<file path="src/rtl/fp16_mul_arbiter_pkg.sv">
// Shared binary16 constants and the pipeline slot-state encoding used by the
// shared-multiplier arbiter and its multiplier datapath.
package fp16_pkg;

  localparam int FP16_W = 16;
  localparam int EXP_W  = 5;
  localparam int MAN_W  = 10;
  localparam int BIAS   = 15;

  localparam logic [FP16_W-1:0] FP16_ZERO = 16'h0000;
  localparam logic [FP16_W-1:0] FP16_ONE  = 16'h3C00;

  // EMPTY: no data; FULL: data moving on this cycle; FULL_STALLED: data held.
  typedef enum logic [1:0] {
    SLOT_EMPTY        = 2'd0,
    SLOT_FULL         = 2'd1,
    SLOT_FULL_STALLED = 2'd2
  } slot_state_e;

endpackage

</file>
<file path="src/rtl/fp16_mul_arbiter_if.sv">
// Request/response bus between the ALU issue logic (master) and the shared
// binary16 multiplier arbiter (slave).
interface fp16_mul_arbiter_if #(
  parameter int NUM_REQ = 4,
  parameter int ID_W    = 2
);
  import fp16_pkg::*;

  // Valid/ready: a beat transfers on a rising edge where valid and ready are
  // both high. A requester holds valid and its operands stable until ready;
  // ready never depends on anything but valid and the pipeline occupancy.
  logic [NUM_REQ-1:0]        req_valid;
  logic [FP16_W*NUM_REQ-1:0] req_a;
  logic [FP16_W*NUM_REQ-1:0] req_b;
  logic [NUM_REQ-1:0]        req_ready;

  logic                      rsp_valid;
  logic                      rsp_ready;
  logic [FP16_W-1:0]         rsp_data;
  logic [ID_W-1:0]           rsp_id;
  logic [15:0]               ops_done;

  modport master (
    output req_valid, req_a, req_b, rsp_ready,
    input  req_ready, rsp_valid, rsp_data, rsp_id, ops_done
  );

  modport slave (
    input  req_valid, req_a, req_b, rsp_ready,
    output req_ready, rsp_valid, rsp_data, rsp_id, ops_done
  );

endinterface

</file>
<file path="src/rtl/fp16_mul_arbiter_mul.sv">
// Team combinational binary16 multiplier: sign XOR, biased exponent add,
// one-step normalise, truncated mantissa, zero-exponent operand gives zero.
module mul
  import fp16_pkg::*;
(
  input  logic [FP16_W-1:0] a,
  input  logic [FP16_W-1:0] b,
  output logic [FP16_W-1:0] out
);

  logic                 w_sign;
  logic [EXP_W-1:0]     w_ea;
  logic [EXP_W-1:0]     w_eb;
  logic [2*MAN_W+1:0]   w_prod;
  logic [2*MAN_W+1:0]   w_norm;
  logic [EXP_W-1:0]     w_exp;
  logic [MAN_W-1:0]     w_man;

  always_comb begin
    w_sign = a[FP16_W-1] ^ b[FP16_W-1];
    w_ea   = a[FP16_W-2:MAN_W];
    w_eb   = b[FP16_W-2:MAN_W];
    w_prod = (2*MAN_W+2)'({1'b1, a[MAN_W-1:0]}) * (2*MAN_W+2)'({1'b1, b[MAN_W-1:0]});
    // Significand product lies in [1,4); align its leading one to bit 21.
    w_norm = w_prod[2*MAN_W+1] ? w_prod : (w_prod << 1);
    w_man  = MAN_W'(w_norm >> (MAN_W + 1));
    w_exp  = w_ea + w_eb - EXP_W'(BIAS) + EXP_W'(w_prod[2*MAN_W+1]);
    if ((w_ea == '0) || (w_eb == '0)) begin
      out = FP16_ZERO;
    end else begin
      out = {w_sign, w_exp, w_man};
    end
  end

endmodule

</file>
<file path="src/rtl/fp16_mul_arbiter.sv">
// Round-robin arbiter sharing one binary16 multiplier among NUM_REQ
// requesters through a two-slot (operand, result) valid/ready pipeline.
module fp16_mul_arbiter
  import fp16_pkg::*;
#(
  parameter int NUM_REQ = 4,
  parameter int ID_W    = 2
) (
  input  logic                     clk,
  input  logic                     rst,
  fp16_mul_arbiter_if.slave        bus,
  output slot_state_e              o_s1_state,
  output slot_state_e              o_s2_state
);

  // Returns {found, index}: first valid requester scanning from ptr upward.
  function automatic logic [ID_W:0] rr_pick(input logic [NUM_REQ-1:0] valid,
                                            input logic [ID_W-1:0]    ptr);
    logic [ID_W:0]   res;
    logic [ID_W-1:0] sel;
    res = '0;
    for (int i = NUM_REQ - 1; i >= 0; i--) begin
      sel = ID_W'((int'(ptr) + i) % NUM_REQ);
      if (valid[sel]) res = {1'b1, sel};
    end
    return res;
  endfunction

  logic [FP16_W-1:0]  w_req_a [NUM_REQ];
  logic [FP16_W-1:0]  w_req_b [NUM_REQ];
  logic               w_s1_adv;
  logic               w_s2_adv;
  logic [ID_W:0]      w_pick;
  logic               w_any_grant;
  logic [ID_W-1:0]    w_grant_idx;
  logic [ID_W-1:0]    w_next_ptr;
  logic [NUM_REQ-1:0] w_grant;
  logic [FP16_W-1:0]  w_product;

  logic [ID_W-1:0]    r_rr_ptr;
  logic               r_s1_valid;
  logic [FP16_W-1:0]  r_s1_a;
  logic [FP16_W-1:0]  r_s1_b;
  logic [ID_W-1:0]    r_s1_id;
  logic               r_rsp_valid;
  logic [FP16_W-1:0]  r_rsp_data;
  logic [ID_W-1:0]    r_rsp_id;
  logic [15:0]        r_ops_done;

  always_comb begin
    for (int i = 0; i < NUM_REQ; i++) begin
      w_req_a[i] = bus.req_a[FP16_W*i +: FP16_W];
      w_req_b[i] = bus.req_b[FP16_W*i +: FP16_W];
    end
  end

  assign w_s2_adv    = !r_rsp_valid || bus.rsp_ready;
  assign w_s1_adv    = !r_s1_valid || w_s2_adv;
  assign w_pick      = rr_pick(bus.req_valid, r_rr_ptr);
  assign w_any_grant = w_pick[ID_W] && w_s1_adv && !rst;
  assign w_grant_idx = w_pick[ID_W-1:0];
  assign w_next_ptr  = (w_grant_idx == ID_W'(NUM_REQ - 1)) ? '0 : w_grant_idx + 1'b1;

  always_comb begin
    w_grant = '0;
    if (w_any_grant) w_grant[w_grant_idx] = 1'b1;
  end

  mul u_mul (
    .a   (r_s1_a),
    .b   (r_s1_b),
    .out (w_product)
  );

  always_ff @(posedge clk) begin
    if (rst) begin
      r_rr_ptr    <= '0;
      r_s1_valid  <= 1'b0;
      r_s1_a      <= FP16_ZERO;
      r_s1_b      <= FP16_ZERO;
      r_s1_id     <= '0;
      r_rsp_valid <= 1'b0;
      r_rsp_data  <= FP16_ZERO;
      r_rsp_id    <= '0;
      r_ops_done  <= '0;
    end else begin
      if (w_s1_adv) begin
        r_s1_valid <= w_any_grant;
        if (w_any_grant) begin
          r_s1_a   <= w_req_a[w_grant_idx];
          r_s1_b   <= w_req_b[w_grant_idx];
          r_s1_id  <= w_grant_idx;
          r_rr_ptr <= w_next_ptr;
        end
      end
      // Result fields only move on a real handoff so a stalled beat stays frozen.
      if (w_s2_adv) begin
        r_rsp_valid <= r_s1_valid;
        if (r_s1_valid) begin
          r_rsp_data <= w_product;
          r_rsp_id   <= r_s1_id;
        end
      end
      if (r_rsp_valid && bus.rsp_ready) r_ops_done <= r_ops_done + 16'd1;
    end
  end

  assign bus.req_ready = w_grant;
  assign bus.rsp_valid = r_rsp_valid;
  assign bus.rsp_data  = r_rsp_data;
  assign bus.rsp_id    = r_rsp_id;
  assign bus.ops_done  = r_ops_done;

  always_comb begin
    o_s1_state = SLOT_EMPTY;
    if (r_s1_valid) o_s1_state = w_s2_adv ? SLOT_FULL : SLOT_FULL_STALLED;
    o_s2_state = SLOT_EMPTY;
    if (r_rsp_valid) o_s2_state = bus.rsp_ready ? SLOT_FULL : SLOT_FULL_STALLED;
  end

endmodule

</file>
<file path="src/flat_wrapper.sv">
// flat-port wrapper written by rule: the top's interface ports become plain ports
module fp16_mul_arbiter_flat import fp16_pkg::*;
#(
  parameter int NUM_REQ = 4,
  parameter int ID_W    = 2
)
  (clk, rst, o_s1_state, o_s2_state, bus_req_valid, bus_req_a, bus_req_b, bus_rsp_ready, bus_req_ready, bus_rsp_valid, bus_rsp_data, bus_rsp_id, bus_ops_done);
  fp16_mul_arbiter_if #(.NUM_REQ(NUM_REQ), .ID_W(ID_W)) bus_i ();
  input  logic clk;
  input  logic rst;
  output slot_state_e o_s1_state;
  output slot_state_e o_s2_state;
  input wire logic [$bits(bus_i.req_valid)-1:0] bus_req_valid;
  input wire logic [$bits(bus_i.req_a)-1:0] bus_req_a;
  input wire logic [$bits(bus_i.req_b)-1:0] bus_req_b;
  input wire logic [$bits(bus_i.rsp_ready)-1:0] bus_rsp_ready;
  output wire logic [$bits(bus_i.req_ready)-1:0] bus_req_ready;
  output wire logic [$bits(bus_i.rsp_valid)-1:0] bus_rsp_valid;
  output wire logic [$bits(bus_i.rsp_data)-1:0] bus_rsp_data;
  output wire logic [$bits(bus_i.rsp_id)-1:0] bus_rsp_id;
  output wire logic [$bits(bus_i.ops_done)-1:0] bus_ops_done;
  assign bus_i.req_valid = bus_req_valid;
  assign bus_i.req_a = bus_req_a;
  assign bus_i.req_b = bus_req_b;
  assign bus_i.rsp_ready = bus_rsp_ready;
  assign bus_req_ready = bus_i.req_ready;
  assign bus_rsp_valid = bus_i.rsp_valid;
  assign bus_rsp_data = bus_i.rsp_data;
  assign bus_rsp_id = bus_i.rsp_id;
  assign bus_ops_done = bus_i.ops_done;
  fp16_mul_arbiter #(.NUM_REQ(NUM_REQ), .ID_W(ID_W)) u_core (.clk(clk), .rst(rst), .bus(bus_i), .o_s1_state(o_s1_state), .o_s2_state(o_s2_state));
endmodule
</file>
<file path="config.mk">
export PLATFORM = sky130hd
export DESIGN_NAME = fp16_mul_arbiter_flat
export DESIGN_NICKNAME = d
export VERILOG_FILES = /design/src/rtl/fp16_mul_arbiter_pkg.sv /design/src/rtl/fp16_mul_arbiter_if.sv /design/src/rtl/fp16_mul_arbiter_mul.sv /design/src/rtl/fp16_mul_arbiter.sv /design/src/flat_wrapper.sv
export SDC_FILE = /design/constraint.sdc
export NUM_CORES = 1
export LEC_CHECK = 0
export ABC_AREA = 0
export BUFFER_PORTS_ARGS = -buffer_cell sky130_fd_sc_hd__buf_2
export CAP_MARGIN = 10
export CORE_MARGIN = 5
export CORE_UTILIZATION = 30
export CTS_CLUSTER_SIZE = 10
export DETAILED_ROUTE_END_ITERATION = 10
export PLACE_DENSITY = 0.49
export SYNTH_ARGS = -nofsm -noshare
export SYNTH_HDL_FRONTEND = slang
export SYNTH_SLANG_ARGS = --single-unit
</file>
<file path="constraint.sdc">
create_clock -name clk -period 20 [get_ports clk]
set_input_delay 2 -clock clk [delete_from_list [all_inputs] [get_ports clk]]
set_output_delay 2 -clock clk [all_outputs]
set_load 0.05 [all_outputs]
</file>
# Word-level counts from Yosys, hierarchy flattened
# Index checks and enable logic that the tools add are counted.
# word_totals
output_inout_bits,43
regBits,72
# classes
addsub,8
bitwise_logic,2
n_reduce_logical,14
n_mul,1
eq_ne,1
mux,28
order_cmp,7
# ops
operator,count
16-bit 2-to-1 mux,5
16-bit binary-select mux with 2-bit select,2
11-bit by 11-bit multiplier with 22-bit output,1
21-bit 2-to-1 mux,1
"16-bit by 1-bit adder with 16-bit output, second input constant",1
"2-bit by 3-bit less-than comparator with 1-bit output, second input constant",5
3-bit 2-to-1 mux,4
5-bit logical NOT,2
2-bit 2-to-1 mux,5
1-bit binary-select mux with 2-bit select,4
5-bit by 1-bit adder with 5-bit output,1
5-bit adder,1
1-bit 2-to-1 mux,5
"5-bit by 4-bit subtractor with 5-bit output, second input constant",1
"2-bit by 1-bit adder with 2-bit output, second input constant",2
"2-bit adder, second input constant",2
1-bit logical AND,4
4-bit 2-to-1 mux,1
2-bit AND reduction,2
"3-bit >= comparator, second input constant",1
1-bit logical NOT,3
1-bit logical OR,3
2-bit inverter with 3-bit output,1
1-bit demux with 2-bit select,1
other kinds (3),3

# Logic depth before layout (Yosys ltp)
# depth
ltp_word,12
mapped_depth,29

# Cells and area by module
# Synthesis repeated with hierarchy kept, for this count alone.
# unflattened
hier_cells,943
area_unflattened_um2,8010.2
# by_module_without_submodules
module,cells_per_inst,area_each_um2,instances,seq_area_each_um2
mul,502,4230.3,1,0.0
fp16_mul_arbiter,441,3779.9,1,1441.4

# Least setup slack after synthesis
# No wires, ideal clock.
# synth_path
kind,register -> register
from,register u_core.r_s1_b[9]
to,register u_core.r_rsp_data[14] (netlist: u_core.bus.rsp_data[14])
arrival_time_ns,6.392
setup_ns,0.128
stages_incl_launch_ff,29
setup_slack_ns,13.480
cell_sequence,dfxtp_1 > clkbuf_1 > inv_1 > nor2_1 > fa_1 > inv_1 > fa_1 > inv_1 > fa_1 > fa_1 > inv_1 > fa_1 > inv_1 > ha_1 > and2_1 > nand4_1 > o221ai_4 > a2111oi_4 > nor3_2 > or2_0 > buf_2 > xnor2_1 > ha_1 > fa_1 > a21o_1 > a21oi_1 > xnor2_1 > a22oi_1 > nor2_1
# synth_between
elab_chain_len,3
# synth_rtl
element,line,rtl
from (decl),fp16_mul_arbiter.sv:43,logic [FP16_W-1:0] r_s1_b;
from (signal assigned),fp16_mul_arbiter.sv:91,r_s1_b <= w_req_b[w_grant_idx];
11-bit by 11-bit multiplier with 22-bit output,fp16_mul_arbiter_mul.sv:23,"w_prod = (2*MAN_W+2)'({1'b1, a[MAN_W-1:0]}) * (2*MAN_W+2)'({1'b1, b[MAN_W-1:0]});"
5-bit by 1-bit adder with 5-bit output,fp16_mul_arbiter_mul.sv:27,w_exp = w_ea + w_eb - EXP_W'(BIAS) + EXP_W'(w_prod[2*MAN_W+1]);
16-bit 2-to-1 mux,fp16_mul_arbiter_mul.sv:28,if ((w_ea == '0) || (w_eb == '0)) begin
to (signal assigned),fp16_mul_arbiter.sv:100,r_rsp_data <= w_product;
to (decl),fp16_mul_arbiter.sv:46,logic [FP16_W-1:0] r_rsp_data;
# No other way between the ends.
# A chain may end at the register's enable or synchronous reset.

# Worst setup path after layout
# Same ends and word-level chain as after synthesis.

==> metrics <==
status finished clean; Layout Cells excl Fill 1,523; CTS Sinks 72; Final ANT Viol Nets 0; Async S/R FF share, synth 0%; Iter 0 DRT Violations 305; final worst setup slack 12.71 ns; Routed WL 23.1 mm; Max Fclk 0.137 GHz; hold buffer count at cts 0; peak supply drop 0.0590 mV; I/O pin total 178; top cells by count, synth nand2_1, inv_1, fa_1; htree depth 3; pre-CTS setup slack 12.76 ns; post-synthesis compound-gate area fraction 12.8%; cell row count 59; vias in the first global route 7,534; Hold Path Class register to register; Seq cells post-synth 72; Worst slew margin 50.3%; library cells used by synthesis 59; initial antenna violation count 0; Worst Tran Pin Value 0.744 ns; share of cells above drive strength 1 17.8%; final worst-path cycle share 36.4%; Starting Density 30.6%; # fillers 2,795; drt wl/cell 15.2 um; Final Instance Area 9490 um2; reg2reg path depth 26; Final setup viols 0; vias per cell 4.79; DRC viols 0; Worst setup SP type register; Final Max Slew Viols 0; critical path class register to register; n_diodes 0; leakage power 4.75 nW; Worst Setup End Kind register; mux contribution to synthesized area 0.374%; hold depth 2; synthesis warning total 0; DR vias 7,289; critical register-to-register path startpoint u_core.r_s1_b[9]$_SDFFE_PP0P_; top cell type's share of synthesized area 20.0%; Post-CTS Resized 0; Max-Cap Viols 0; leading area contributor after synthesis fa_1; Post-synth top flop dfxtp_1; setup TNS 0 ns; unrepaired setup endpoints after global routing false; CP max-delay cell a211oi_2; crit path time final 7.29 ns; largest family of logic cells by synthesized area adder cells; largest stage delay on the critical path 0.69 ns; top area cells in the synthesized netlist fa_1, dfxtp_1, nand2_1; worst hold start u_core.bus.rsp_id[0]$_SDFFE_PP0P_; CP dominant cell by count fa_1; CTS max path bufs 2; Synth Area in XOR/XNOR 2.84%; number of iterations in the first detailed-routing pass 4; Synthesized Nets 1,331; register clock-pin slew on the reported worst setup and hold paths 0.06 ns; Synth Area in Adders 30.6%; IO Port Bufs 177; synthesized area per cell 7.66 um2; gr usage total 15.6%; Req. time, crit path 20.21 ns; critical path arrival 7.50 ns; EDFF count, synth 0; Worst Hold End u_core.bus.rsp_id[0]$_SDFFE_PP0P_; Area growth syn-to-layout 18.3%; root buffer cell clkbuf_16; final hold viol count 0; Core ar. 26,200 um2; worst r2r dst u_core.bus.rsp_data[14]$_SDFFE_PP0P_; cells after synthesis 1,048; Total Power 1.07 mW; setup slack, reg-to-reg 12.71 ns; dpl cell area 9170 um2; largest net degree at the start of global routing 68; CTS tree yes; DP Cell Count 1,507; routability cong. 0.861; Die W 174 um; nets 1,466; Worst Skew 0.00903 ns; GRT Residual Overflow 0; first-pass GRT wire length 38.5 mm; postcts setup bufs 0; HPWL Detailed 19.0 mm; Synth Cell Area 8020 um2; count leader, synth nand2_1; total CTS buffers 9; DIE AREA 30,100 um2; clk_lat worst skew 0.34 ns; die extent in y 174 um; cell area power density 112 nW/um2; Critical Path Fanout Max 13; simple-gate share of the synthesized area 26.6%; post-synthesis sequential area ratio 18.0%
cell type report:
cell class	count	area [um2]	share of cell area, %
clock buffer	10	229	2.41
clock inverter	6	92.6	0.976
inverter	126	473	4.98
multi-input combinational	790	5900	62.1
sequential	72	1440	15.2
tap	335	419	4.42
timing repair buffer	184	938	9.89
placed cells by master (no fill, tap or decap), types with 7 or more instances in the layout:
| cell | instances |
|---|---|
| nand3_1 | 71 |
| a21oi_1 | 35 |
| xor2_1 | 12 |
| inv_1 | 124 |
| and2_1 | 45 |
| o21ai_0 | 45 |
| ha_1 | 68 |
| nand3b_1 | 18 |
| nor2_1 | 47 |
| or3_1 | 9 |
| nand2_1 | 237 |
| dfxtp_1 | 72 |
| clkbuf_16 | 9 |
| fa_1 | 80 |
| xnor2_1 | 14 |
| o31ai_1 | 12 |
| buf_2 | 177 |
| a22oi_1 | 7 |
| buf_4 | 7 |
power by group:
part	internal, mW	switching, mW
Clock	0.110	0.0643
Combinational	0.263	0.433
Sequential	0.166	0.0309
Total	0.539	0.528
kinds of logic (layout without fill, tap and decap cells):
| group | count (synthesis) | after routing |
|---|---|---|
| multiplexers | 3 | 3 |
| flip-flops | 72 | 72 |
| AND/OR/NAND/NOR | 461 | 461 |
| adder cells (fa/ha/maj) | 148 | 148 |
| buffers and inverters | 186 | 326 |
| XOR/XNOR | 26 | 26 |
| AO/OA/AOI/OAI | 152 | 152 |
per-stage QoR:
| step | hold slack (ns) | utilization, % |
|---|---|---|
| after CTS | 0.464 | 36.2 |
| after floorplan | 0.432 | - |
| after global routing | 0.491 | 36.2 |
| final | 0.459 | 36.2 |
| after detailed placement | 0.454 | 35.0 |
| after global placement | 0.447 | 35.0 |
routing by layer:
| layer | vias up | share of wire, % | GRT usage [%] |
|---|---|---|---|
| met5 | - | 0 | 0 |
| met4 | 0 | 1.5 | 3.56 |
| met1 | 3402 | 47 | 20.8 |
| met2 | 180 | 47 | 26.2 |
| met3 | 22 | 4.9 | 3.08 |
| li1 | 3685 | - | - |
how the worst max path moves through the flow:
stage               cells past startpoint                           from                              endpoint
floorplan                              28  u_core.r_s1_b[9]$_SDFFE_PP0P_  u_core.bus.rsp_data[14]$_SDFFE_PP0P_
detailed placement                     26  u_core.r_s1_b[9]$_SDFFE_PP0P_  u_core.bus.rsp_data[14]$_SDFFE_PP0P_
CTS                                    26  u_core.r_s1_b[9]$_SDFFE_PP0P_  u_core.bus.rsp_data[14]$_SDFFE_PP0P_
global placement                       26  u_core.r_s1_b[9]$_SDFFE_PP0P_  u_core.bus.rsp_data[14]$_SDFFE_PP0P_
global route                           26  u_core.r_s1_b[9]$_SDFFE_PP0P_  u_core.bus.rsp_data[14]$_SDFFE_PP0P_
finish                                 26  u_core.r_s1_b[9]$_SDFFE_PP0P_  u_core.bus.rsp_data[14]$_SDFFE_PP0P_
worst max-delay path: cells and delay by family (launching register included):
kind                     cells  cell delay (ns)
adder cells (fa/ha/maj)      8             3.60
AO/OA/AOI/OAI                6             1.69
AND/OR/NAND/NOR              5             0.87
flip-flops                   1             0.40
buffers and inverters        5             0.39
XOR/XNOR                     2             0.21
state kept, by name (all words and copies together) (netlist names):
register / cells
u_core.bus.rsp_valid: 1
u_core.bus.rsp_id: 2
u_core.r_s1_a: 16
u_core.r_s1_b: 16
u_core.bus.rsp_data: 16
u_core.r_s1_valid: 1
u_core.r_rr_ptr: 2
u_core.r_s1_id: 2
u_core.bus.ops_done: 16
Power figures use the tool's default switching activity.
